===== config.mk =====
export PLATFORM = sky130hd
export DESIGN_NAME = mux_valve_sequencer
export DESIGN_NICKNAME = d
export VERILOG_FILES = /design/src/rtl/mux_valve_sequencer.sv
export SDC_FILE = /design/constraint.sdc
export NUM_CORES = 1
export LEC_CHECK = 0
export ABC_AREA = 1
export CORE_MARGIN = 1
export CORE_UTILIZATION = 60
export CTS_BUF_LIST = sky130_fd_sc_hd__clkbuf_8
export DETAILED_ROUTE_END_ITERATION = 7
export PLACE_DENSITY = 0.86
export RECOVER_POWER = 100
export SETUP_SLACK_MARGIN = 0.4
export SKIP_LAST_GASP = 1
export SLEW_MARGIN = 10
export SYNTH_ARGS = -nofsm -noshare
export SYNTH_HDL_FRONTEND = slang
export SYNTH_SLANG_ARGS = --single-unit

===== constraint.sdc =====
create_clock -name i_clk -period 4.45 [get_ports i_clk]
set_input_delay 0.89 -clock i_clk [delete_from_list [all_inputs] [get_ports i_clk]]
set_output_delay 0.89 -clock i_clk [all_outputs]
set_load 0.05 [all_outputs]

===== src/rtl/mux_valve_sequencer.sv =====
// Break-before-make valve sequencer for a binary-tree fluidic multiplexer.
// Every valve closes and settles before the newly selected path opens and settles.
module mux_valve_sequencer #(
  parameter int LEVELS       = 2,
  parameter int CLOSE_CYCLES = 4,
  parameter int OPEN_CYCLES  = 8,
  parameter int CNT_W        = 8
) (
  input  logic              i_clk,
  input  logic              i_rst_n,
  input  logic              i_req_valid,
  input  logic [LEVELS-1:0] i_req_chan,
  output logic              o_req_ready,
  input  logic              i_release,
  output logic [LEVELS-1:0] o_ctrl_0,
  output logic [LEVELS-1:0] o_ctrl_1,
  output logic              o_path_open,
  output logic [LEVELS-1:0] o_cur_chan,
  output logic              o_busy
);

  typedef enum logic [1:0] {
    S_IDLE,
    S_CLOSE,
    S_OPEN,
    S_HOLD
  } state_t;

  localparam logic [CNT_W-1:0] CLOSE_LOAD = CNT_W'(CLOSE_CYCLES - 1);
  localparam logic [CNT_W-1:0] OPEN_LOAD  = CNT_W'(OPEN_CYCLES - 1);

  state_t            r_state;
  logic [CNT_W-1:0]  r_cnt;
  logic [LEVELS-1:0] r_cur_chan;
  logic [LEVELS-1:0] r_ctrl_0;
  logic [LEVELS-1:0] r_ctrl_1;
  logic              r_path_open;
  logic              r_req_ready;
  logic              r_busy;

  state_t            w_state_next;
  logic [CNT_W-1:0]  w_cnt_next;
  logic [LEVELS-1:0] w_chan_next;
  logic [LEVELS-1:0] w_path_0;
  logic [LEVELS-1:0] w_path_1;
  logic [LEVELS-1:0] w_ctrl_0_next;
  logic [LEVELS-1:0] w_ctrl_1_next;
  logic              w_accept;
  logic              w_drive;

  assign w_accept = i_req_valid & r_req_ready;

  // Level gi+1 is steered by channel bit LEVELS-1-gi, so the root level uses the MSB.
  genvar gi;
  generate
    for (gi = 0; gi < LEVELS; gi++) begin : g_decode
      assign w_path_0[gi] = w_chan_next[LEVELS-1-gi];
      assign w_path_1[gi] = ~w_chan_next[LEVELS-1-gi];
    end
  endgenerate

  always_comb begin
    w_state_next = r_state;
    w_cnt_next   = r_cnt;
    w_chan_next  = r_cur_chan;
    case (r_state)
      S_IDLE: begin
        if (w_accept) begin
          w_chan_next  = i_req_chan;
          w_cnt_next   = CLOSE_LOAD;
          w_state_next = S_CLOSE;
        end
      end
      S_CLOSE: begin
        if (r_cnt == '0) begin
          w_cnt_next   = OPEN_LOAD;
          w_state_next = S_OPEN;
        end else begin
          w_cnt_next = r_cnt - 1'b1;
        end
      end
      S_OPEN: begin
        if (r_cnt == '0) begin
          w_state_next = S_HOLD;
        end else begin
          w_cnt_next = r_cnt - 1'b1;
        end
      end
      S_HOLD: begin
        // A request beats a simultaneous release; a same-channel request is a no-op.
        if (w_accept) begin
          if (i_req_chan != r_cur_chan) begin
            w_chan_next  = i_req_chan;
            w_cnt_next   = CLOSE_LOAD;
            w_state_next = S_CLOSE;
          end
        end else if (i_release) begin
          w_state_next = S_IDLE;
        end
      end
      default: begin
        w_state_next = S_IDLE;
        w_cnt_next   = '0;
      end
    endcase
  end

  // Outputs are registered from the next state so they line up with the state register.
  always_comb begin
    w_drive       = (w_state_next == S_OPEN) || (w_state_next == S_HOLD);
    w_ctrl_0_next = w_drive ? w_path_0 : '1;
    w_ctrl_1_next = w_drive ? w_path_1 : '1;
  end

  always_ff @(posedge i_clk or negedge i_rst_n) begin
    if (!i_rst_n) begin
      r_state     <= S_IDLE;
      r_cnt       <= '0;
      r_cur_chan  <= '0;
      r_ctrl_0    <= '1;
      r_ctrl_1    <= '1;
      r_path_open <= 1'b0;
      r_req_ready <= 1'b1;
      r_busy      <= 1'b0;
    end else begin
      r_state     <= w_state_next;
      r_cnt       <= w_cnt_next;
      r_cur_chan  <= w_chan_next;
      r_ctrl_0    <= w_ctrl_0_next;
      r_ctrl_1    <= w_ctrl_1_next;
      r_path_open <= (w_state_next == S_HOLD);
      r_req_ready <= (w_state_next == S_IDLE) || (w_state_next == S_HOLD);
      r_busy      <= (w_state_next == S_CLOSE) || (w_state_next == S_OPEN);
    end
  end

  assign o_ctrl_0    = r_ctrl_0;
  assign o_ctrl_1    = r_ctrl_1;
  assign o_path_open = r_path_open;
  assign o_req_ready = r_req_ready;
  assign o_cur_chan  = r_cur_chan;
  assign o_busy      = r_busy;

endmodule


==> results of run 1 <==
## worst max-delay path by stage
| stage | start | depth (start not counted) | end |
|---|---|---|---|
| finish | i_req_valid | 12 | o_ctrl_1[1] |
| global route | i_req_valid | 12 | o_ctrl_1[0] |
| CTS | i_req_chan[1] | 13 | o_ctrl_1[1] |
| detailed placement | i_req_chan[0] | 13 | o_ctrl_1[1] |
| global placement | i_req_chan[1] | 13 | o_ctrl_1[0] |
| floorplan | i_req_valid | 11 | o_ctrl_1[0] |
## cell families (layout without fill, tap and decap cells)
| group | count (synthesis) | in the layout |
|---|---|---|
| AO/OA/AOI/OAI | 17 | 17 |
| XOR/XNOR | 5 | 5 |
| adder cells (fa/ha/maj) | 8 | 8 |
| buffers and inverters | 18 | 36 |
| flip-flops | 19 | 19 |
| AND/OR/NAND/NOR | 76 | 76 |
## power by group through the flow
stage | sequential, mW | combinational (mW) | clock, mW
2_1_floorplan | 0.414 | 0.461 | 0
3_3_place_gp | 0.310 | 0.721 | 0
3_5_place_dp | 0.312 | 0.738 | 0
4_1_cts | 0.310 | 0.747 | 0.126
5_1_grt | 0.318 | 0.797 | 0.132
6_report | 0.309 | 0.708 | 0.122
## registers in the layout, summed over array words and instances, names as in the netlist
name         cells
o_busy           1
o_ctrl_0         2
o_ctrl_1         2
o_cur_chan       2
o_path_open      1
o_req_ready      1
r_cnt            8
r_state          2
## cells in the final DEF, fill, tap and decap left out, types with 2 or more instances in the layout
cell type,Yosys,routed
ha_1,8,8
dfstp_2,5,5
o21ai_0,5,6
clkdlybuf4s50_1,0,3
dfrtp_1,14,14
o21bai_1,3,3
xnor2_1,3,3
dlygate4sd3_1,0,11
nor2_1,11,12
a21oi_1,6,6
or2_2,2,2
xor2_1,2,2
clkbuf_8,0,3
nand2_2,2,2
inv_1,17,18
nand3_1,7,8
nand2_1,48,48
## layout make-up
class,instances,share of cell area (%)
Tap cell,25,2.35
Multi-Input combinational cell,106,42.4
Sequential cell,19,36.2
Clock buffer,3,3.10
Inverter,18,5.07
Timing Repair Buffer,14,10.5
Clock inverter,1,0.376
## critical path: stages
cell,delay (ps)
dlygate4sd3_1,530
nand2_1,160
nand2_1,70
nand2_1,80
nor2_1,50
nand2_1,70
nand3_1,70
nand2_1,60
o21ai_0,160
ha_1,280
or2_2,300
nand2_1,70
## per-stage QoR
step                      hold WS (ps)  instance area (um^2)  utilization (%)  instances
final                              514                  1330             76.3        186
after global routing               554                  1330             76.3        186
after CTS                          516                  1350             77.5        186
after detailed placement           498                  1310             74.8        182
after global placement             487                  1310             74.8        182
after floorplan                    471                  1130                -        143
## cells in the mapped netlist (all sizes together)
cell type  number
or2             2
nand3           8
a21oi           6
o21bai          3
nand4           1
ha              8
inv            18
dfstp           5
nor2           14
o21ai           8
dfrtp          14
nand2          51
xnor2           3
xor2            2
## per-layer routing
layer,part of all wire (%),GRT usage [%]
met5,0,0
met1,42,32.2
met4,2.1,15.2
met3,3.8,4.37
met2,52,52.3
==> flow_metrics.py, run 1 <==
metrics = {
    "global_routing": {
        "grt_pass1_vias": 998,
        "grt_max_degree": 20,
        "grt_overflow": 0,
        "grt_first_pass_wirelength_mm": 4.20,
        "grtUsageTotal_pct": 28.9,
        "antenna_found_initial": 0,
    },
    "placement": {
        "dp_slack_ps": 1740,
        "portBuffers": 14,
        "place_congestion": 0.910,
        "dp_hpwl_mm": 1.72,
    },
    "logic_synthesis": {
        "yosysSeqAreaShare_pct": 42.4,
        "yosys-top-cells-area": "dfrtp_1, nand2_1, dfstp_2",
        "synth-xor-area-share_pct": 3.86,
        "yosys.area_share.simple_pct": 30.4,
        "synthAdderAreaFrac_pct": 8.82,
        "synth_cells": 143,
        "synth_top_family_by_area": "simple AND/OR/NAND/NOR gates",
        "synth.avg_cell_area_um2": 7.94,
        "synth_area_um2": 1130,
        "synth-compound-area-share_pct": 8.49,
        "ys_types": 22,
        "ys_ff_latch": 19,
        "synthesis.nets": 157,
        "yosysWarnings": 0,
        "synthDominantCellAreaShare_pct": 30.9,
        "synth_top_area_cell": "dfrtp_1",
        "synth_mux_area_share_pct": 0,
    },
    "cts": {
        "clock-sinks": 19,
        "cts_buffers": 3,
        "cts-root-buf": "clkbuf_8",
        "cts_resized": 0,
        "cts_tree": "done",
        "htreeDepth": 1,
        "holdBufCountCts": 0,
        "post_cts_buffers": 0,
        "clk_latency_ps": 260,
        "clk_path_buf_depth": 2,
        "clk_pin_slew_ps": 70,
    },
    "critical_path": {
        "critPathCaptureType": "flip-flop",
        "required_ps": 4660,
        "cp_max_fo": 5,
        "startpoint_type": "input pin",
        "cp.arrival_ps": 2770,
        "r2r_end": "o_ctrl_1[1]",
        "path_class": "in2reg",
        "reg2reg_depth": 9,
        "worst-r2r-setup-slack_ps": 2460,
        "r2r-start": "r_state[0]",
    },
    "cells_and_area": {
        "fill_cells": 118,
        "antenna_cells": 0,
        "drive_gt1_share_pct": 10.6,
        "final_nets": 176,
        "areaGrowthSynthToFinish_pct": 17.4,
        "multiInputGateArea_um2": 566,
        "regArea_um2": 482,
    },
    "power": {
        "p_comb_share_pct": 62.2,
        "swShare_pct": 50.7,
        "pwr-share-clk_pct": 10.7,
        "internal-power_mw": 0.562,
        "powerDensity_nw_per_um2": 855,
        "vdd_drop_max_v": 0.000520,
        "leakagePower_nw": 0.685,
        "seqPwrFrac_pct": 27.1,
        "p_sw_mw": 0.578,
        "finalPower_mw": 1.14,
    },
    "drt": {
        "avgRoutedWirePerCell_um": 12.5,
        "drt_wl_total_mm": 2.32,
        "drc": 0,
        "vias": 948,
        "ant_nets": 0,
        "routed_via_density": 5.10,
        "drt_first_iter_violations": 25,
        "first_pass_iters": 5,
    },
    "min_path": {
        "min_to": "r_cnt[4]",
        "whs_path_depth": 2,
        "hold_class": "reg2reg",
        "min_from": "r_cnt[4]",
    },
    "die": {
        "die_area_um2": 2070,
        "rows": 15,
        "io_pins": 15,
        "start_util_pct": 65.0,
        "core_um2": 1750,
        "die_y_um": 45.5,
        "die_w_um": 45.5,
    },
    "timing": {
        "period_share_pct": 57.6,
        "tightest_slew_ps": 846,
        "timing.fmax_mhz": 390,
        "fin_worst_skew_ps": 2.47,
        "timing.final.ws_setup_ps": 1890,
        "tns_ps": 0,
        "setup_violations": 0,
        "drv_slew": 0,
        "rsz0062_at_grt": "false",
        "relSlewSlack_pct": 43.4,
        "hold_viol": 0,
        "min_period_ps": 2560,
    },
    "run": {
        "drv_cap": 0,
    },
    "outcome": {
        "status": "complete, no violations",
    },
}
Note: power is estimated with default switching activity, not from simulation.
==> run 2, diff against run 1 <==
CORE_UTILIZATION = 56   (was 60)
PLACE_DENSITY = 0.81   (was 0.86)
clock period = 2.53 ns   (was 4.45 ns; I/O delays follow)
==> flow_metrics.py, run 2 (synthesis results as in run 1) <==
metrics = {
    "cts": {
        "clk_latency_ps": 260,
        "htreeDepth": 1,
        "cts_tree": "done",
        "clk_path_buf_depth": 2,
        "post_cts_buffers": 0,
        "cts-root-buf": "clkbuf_8",
        "clk_pin_slew_ps": 70,
        "clock-sinks": 19,
        "cts_buffers": 3,
    },
    "timing": {
        "tns_ps": 0,
        "setup_violations": 0,
        "period_share_pct": 85.4,
        "hold_viol": 0,
        "rsz0062_at_grt": "true",
        "tightest_slew_ps": 1030,
        "fin_worst_skew_ps": 2.64,
        "relSlewSlack_pct": 31.3,
        "timing.fmax_mhz": 463,
        "min_period_ps": 2160,
        "drv_slew": 0,
    },
    "cells_and_area": {
        "fin_util_pct": 72.6,
        "antenna_cells": 0,
        "final_nets": 177,
        "areaGrowthSynthToFinish_pct": 16.5,
        "regMostFlops": "r_cnt",
        "drive_gt1_share_pct": 9.88,
        "largest_reg_flops": 8,
        "final_common_cell": "nand2_1",
        "fill_cells": 155,
        "layout_common_cells": "nand2_1, inv_1, dfrtp_1, nor2_1, dlygate4sd3_1",
    },
    "die": {
        "die_y_um": 47.0,
        "die_area_um2": 2210,
        "die_w_um": 47.0,
        "io_pins": 15,
        "rows": 15,
        "start_util_pct": 62.3,
        "core_um2": 1820,
    },
    "drt": {
        "drt_wl_total_mm": 2.42,
        "drc": 0,
        "avgRoutedWirePerCell_um": 12.9,
        "drt_first_iter_violations": 27,
        "first_pass_iters": 4,
        "routed_via_density": 5.26,
        "vias": 984,
        "ant_nets": 0,
    },
    "global_routing": {
        "grt_max_degree": 20,
        "grt_overflow": 0,
        "grt_first_pass_wirelength_mm": 3.88,
        "antenna_found_initial": 0,
        "grtUsageTotal_pct": 25.3,
        "grt_pass1_vias": 973,
    },
    "outcome": {
        "status": "complete, no violations",
    },
    "placement": {
        "dp_hpwl_mm": 1.83,
        "portBuffers": 14,
        "place_congestion": 0.937,
    },
    "power": {
        "powerDensity_nw_per_um2": 1510,
        "leakagePower_nw": 0.683,
        "vdd_drop_max_v": 0.00100,
    },
    "critical_path": {
        "required_ps": 2020,
        "critPathCaptureType": "output pin",
        "cp_max_fo": 1,
        "cp.arrival_ps": 1650,
        "cp_slowest_cell": "dlygate4sd3_1",
        "path_class": "reg2out",
        "worstPathCellList": "dlygate4sd3_1",
        "cp_num_buf_inv": 1,
        "startpoint_type": "flip-flop",
        "cpPeakStageDelay_ps": 870,
        "path_delay_family": "buffers and inverters",
    },
    "min_path": {
        "hold_class": "reg2reg",
    },
    "run": {
        "drv_cap": 0,
    },
}
[run 2: per-layer routing]
layer | global-route usage (%) | up-vias | part of all wire, %
li1 | - | 486 | -
met1 | 27.4 | 463 | 41
met2 | 46.7 | 28 | 53
met4 | 14.3 | 0 | 2.2
met3 | 3.46 | 7 | 3.6
met5 | 0 | - | 0
[run 2: path summary, 6_finish.rpt]
check | from | endpoint | slack [ps] | cells past startpoint
hold / removal | r_cnt[1] | r_cnt[1] | 530 | 2
hold reg to reg | r_cnt[1] | r_cnt[1] | 530 | 2
setup / recovery | o_ctrl_0[1] | o_ctrl_0[1] | 370 | 1
setup reg to reg | r_cnt[0] | o_ctrl_1[0] | 430 | 11
min in group asynchronous | i_rst_n | r_cnt[2] | 930 | 2
max in group asynchronous | i_rst_n | o_path_open | 970 | 2
[run 2: repair_timing]
item                       CTS  global route
hold endpoints to repair     0             0
hold buffers                 0             0
setup endpoints to repair    0             3
resized for setup            0             4
[run 2: through the flow]
step                power [mW]  setup WS [ps]  instance area (um^2)  cells  hold WS (ps)
finish                    1.99            369                  1320    187           533
global route              2.15            207                  1320    187           564
CTS                       2.09            418                  1360    187           532
detailed placement        1.86            181                  1310    183           511
global placement          1.82            298                  1310    183           487
floorplan                 1.54            663                  1130    143           210
[run 2: final cells by class]
cell class                 instances  area, um^2  area share (%)
sequential                        19         482            36.4
inverter                          18        67.6            5.11
tap                               25        31.3            2.37
clock inverter                     1        5.00           0.378
multi-input combinational        106         558            42.2
clock buffer                       3        41.3            3.12
timing repair buffer              15         138            10.4
[run 2: power by group]
group	internal, mW	switching [mW]	total [mW]	leakage, nW
Combinational	0.408	0.822	1.23	0.422
Clock	0.110	0.105	0.215	0.0255
Sequential	0.455	0.0934	0.548	0.235
==> run 3, diff against run 2 <==
CORE_UTILIZATION = 60   (was 56)
PLACE_DENSITY = 0.86   (was 0.81)
clock period = 2.7 ns   (was 2.53 ns; I/O delays follow)
==> flow_metrics.py, run 3 (synthesis results as in run 1) <==
metrics = {
    "placement": {
        "portBuffers": 14,
        "place_congestion": 0.910,
        "dp_hpwl_mm": 1.72,
        "dp_slack_ps": 337,
    },
    "global_routing": {
        "grt_first_pass_wirelength_mm": 4.20,
        "grt_max_degree": 20,
        "grtUsageTotal_pct": 28.9,
        "antenna_found_initial": 0,
        "grt_pass1_vias": 998,
        "grt_overflow": 0,
    },
    "critical_path": {
        "critPathCaptureType": "output pin",
        "required_ps": 2160,
        "cp.arrival_ps": 1660,
        "worstPathCellList": "dlygate4sd3_1",
        "cpPeakStageDelay_ps": 870,
        "path_delay_family": "buffers and inverters",
        "cp_max_fo": 2,
        "worst-r2r-setup-slack_ps": 560,
        "startpoint_type": "flip-flop",
        "cp_num_buf_inv": 1,
        "r2r_end": "o_ctrl_1[1]",
        "reg2reg_depth": 11,
        "path_class": "reg2out",
        "r2r-start": "r_cnt[0]",
        "cp_slowest_cell": "dlygate4sd3_1",
    },
    "cts": {
        "cts_resized": 0,
        "clk_pin_slew_ps": 70,
        "cts_tree": "done",
        "htreeDepth": 1,
        "clk_path_buf_depth": 2,
        "post_cts_buffers": 0,
        "cts_buffers": 3,
        "clock-sinks": 19,
        "clk_latency_ps": 260,
        "cts-root-buf": "clkbuf_8",
        "holdBufCountCts": 0,
    },
    "cells_and_area": {
        "regMostFlops": "r_cnt",
        "areaGrowthSynthToFinish_pct": 16.5,
        "final_common_cell": "nand2_1",
        "antenna_cells": 0,
        "drive_gt1_share_pct": 9.32,
        "layout_common_cells": "nand2_1, inv_1, dfrtp_1, nor2_1, dlygate4sd3_1",
        "final_nets": 176,
        "fill_cells": 119,
        "largest_reg_flops": 8,
        "fin_util_pct": 75.8,
    },
    "drt": {
        "avgRoutedWirePerCell_um": 12.5,
        "drc": 0,
        "ant_nets": 0,
        "routed_via_density": 5.10,
        "vias": 948,
        "drt_first_iter_violations": 24,
        "drt_wl_total_mm": 2.33,
        "first_pass_iters": 4,
    },
    "timing": {
        "relSlewSlack_pct": 43.4,
        "fin_worst_skew_ps": 2.58,
        "timing.final.ws_setup_ps": 500,
        "drv_slew": 0,
        "tns_ps": 0,
        "rsz0062_at_grt": "false",
        "timing.fmax_mhz": 455,
        "fin_hold_ws_ps": 514,
        "min_period_ps": 2200,
        "period_share_pct": 81.5,
        "hold_viol": 0,
        "tightest_slew_ps": 845,
        "setup_violations": 0,
    },
    "min_path": {
        "min_from": "r_cnt[4]",
        "min_to": "r_cnt[4]",
        "whs_path_depth": 2,
        "hold_class": "reg2reg",
    },
    "power": {
        "pwr-share-clk_pct": 10.9,
        "vdd_drop_max_v": 0.000857,
        "p_comb_share_pct": 61.7,
        "internal-power_mw": 0.917,
        "swShare_pct": 50.5,
        "seqPwrFrac_pct": 27.4,
        "p_sw_mw": 0.935,
        "powerDensity_nw_per_um2": 1400,
        "leakagePower_nw": 0.684,
    },
    "die": {
        "io_pins": 15,
        "start_util_pct": 65.0,
        "rows": 15,
        "die_w_um": 45.5,
        "die_area_um2": 2070,
        "die_y_um": 45.5,
        "core_um2": 1750,
    },
    "outcome": {
        "status": "complete, no violations",
    },
    "run": {
        "drv_cap": 0,
    },
}
## run 3: stage by stage
step	power, mW	area (um^2)	cells
6_report	1.85	1320	186
4_1_cts	1.95	1350	186
5_1_grt	2.03	1320	186
2_1_floorplan	1.44	1130	143
3_5_place_dp	1.73	1310	182
3_3_place_gp	1.70	1310	182
## run 3: power groups by stage
stage	sequential, mW	combinational, mW	clock [mW]
finish	0.509	1.14	0.202
global route	0.525	1.29	0.218
floorplan	0.682	0.760	0
CTS	0.511	1.23	0.208
detailed placement	0.515	1.22	0
global placement	0.511	1.19	0
## run 3: routing by layer
| metal | vias up | track usage (%) | wire [um] |
|---|---|---|---|
| met3 | 5 | 4.37 | 91 |
| met1 | 437 | 32.2 | 971 |
| met4 | 0 | 15.2 | 49 |
| met2 | 23 | 52.3 | 1220 |
| met5 | - | 0 | 0 |
| li1 | 483 | - | - |
## run 3: layout make-up
cell class	instances	area, um^2	share of cell area, %
clock buffer	3	41.3	3.12
inverter	18	67.6	5.11
sequential	19	482	36.4
multi-input combinational	106	556	42.0
tap	25	31.3	2.37
clock inverter	1	5.00	0.378
timing repair buffer	14	140	10.6
## run 3: how the worst max path moves through the flow
stage	from	to	slack, ps	depth (start not counted)
after floorplan	o_req_ready	o_ctrl_1[0]	830	10
after global placement	i_req_chan[1]	o_ctrl_1[0]	440	13
after detailed placement	i_req_chan[0]	o_ctrl_1[1]	340	13
after CTS	i_req_chan[1]	o_ctrl_1[1]	550	13
after global routing	r_cnt[0]	o_ctrl_1[1]	300	11
final	o_req_ready	o_req_ready	500	1
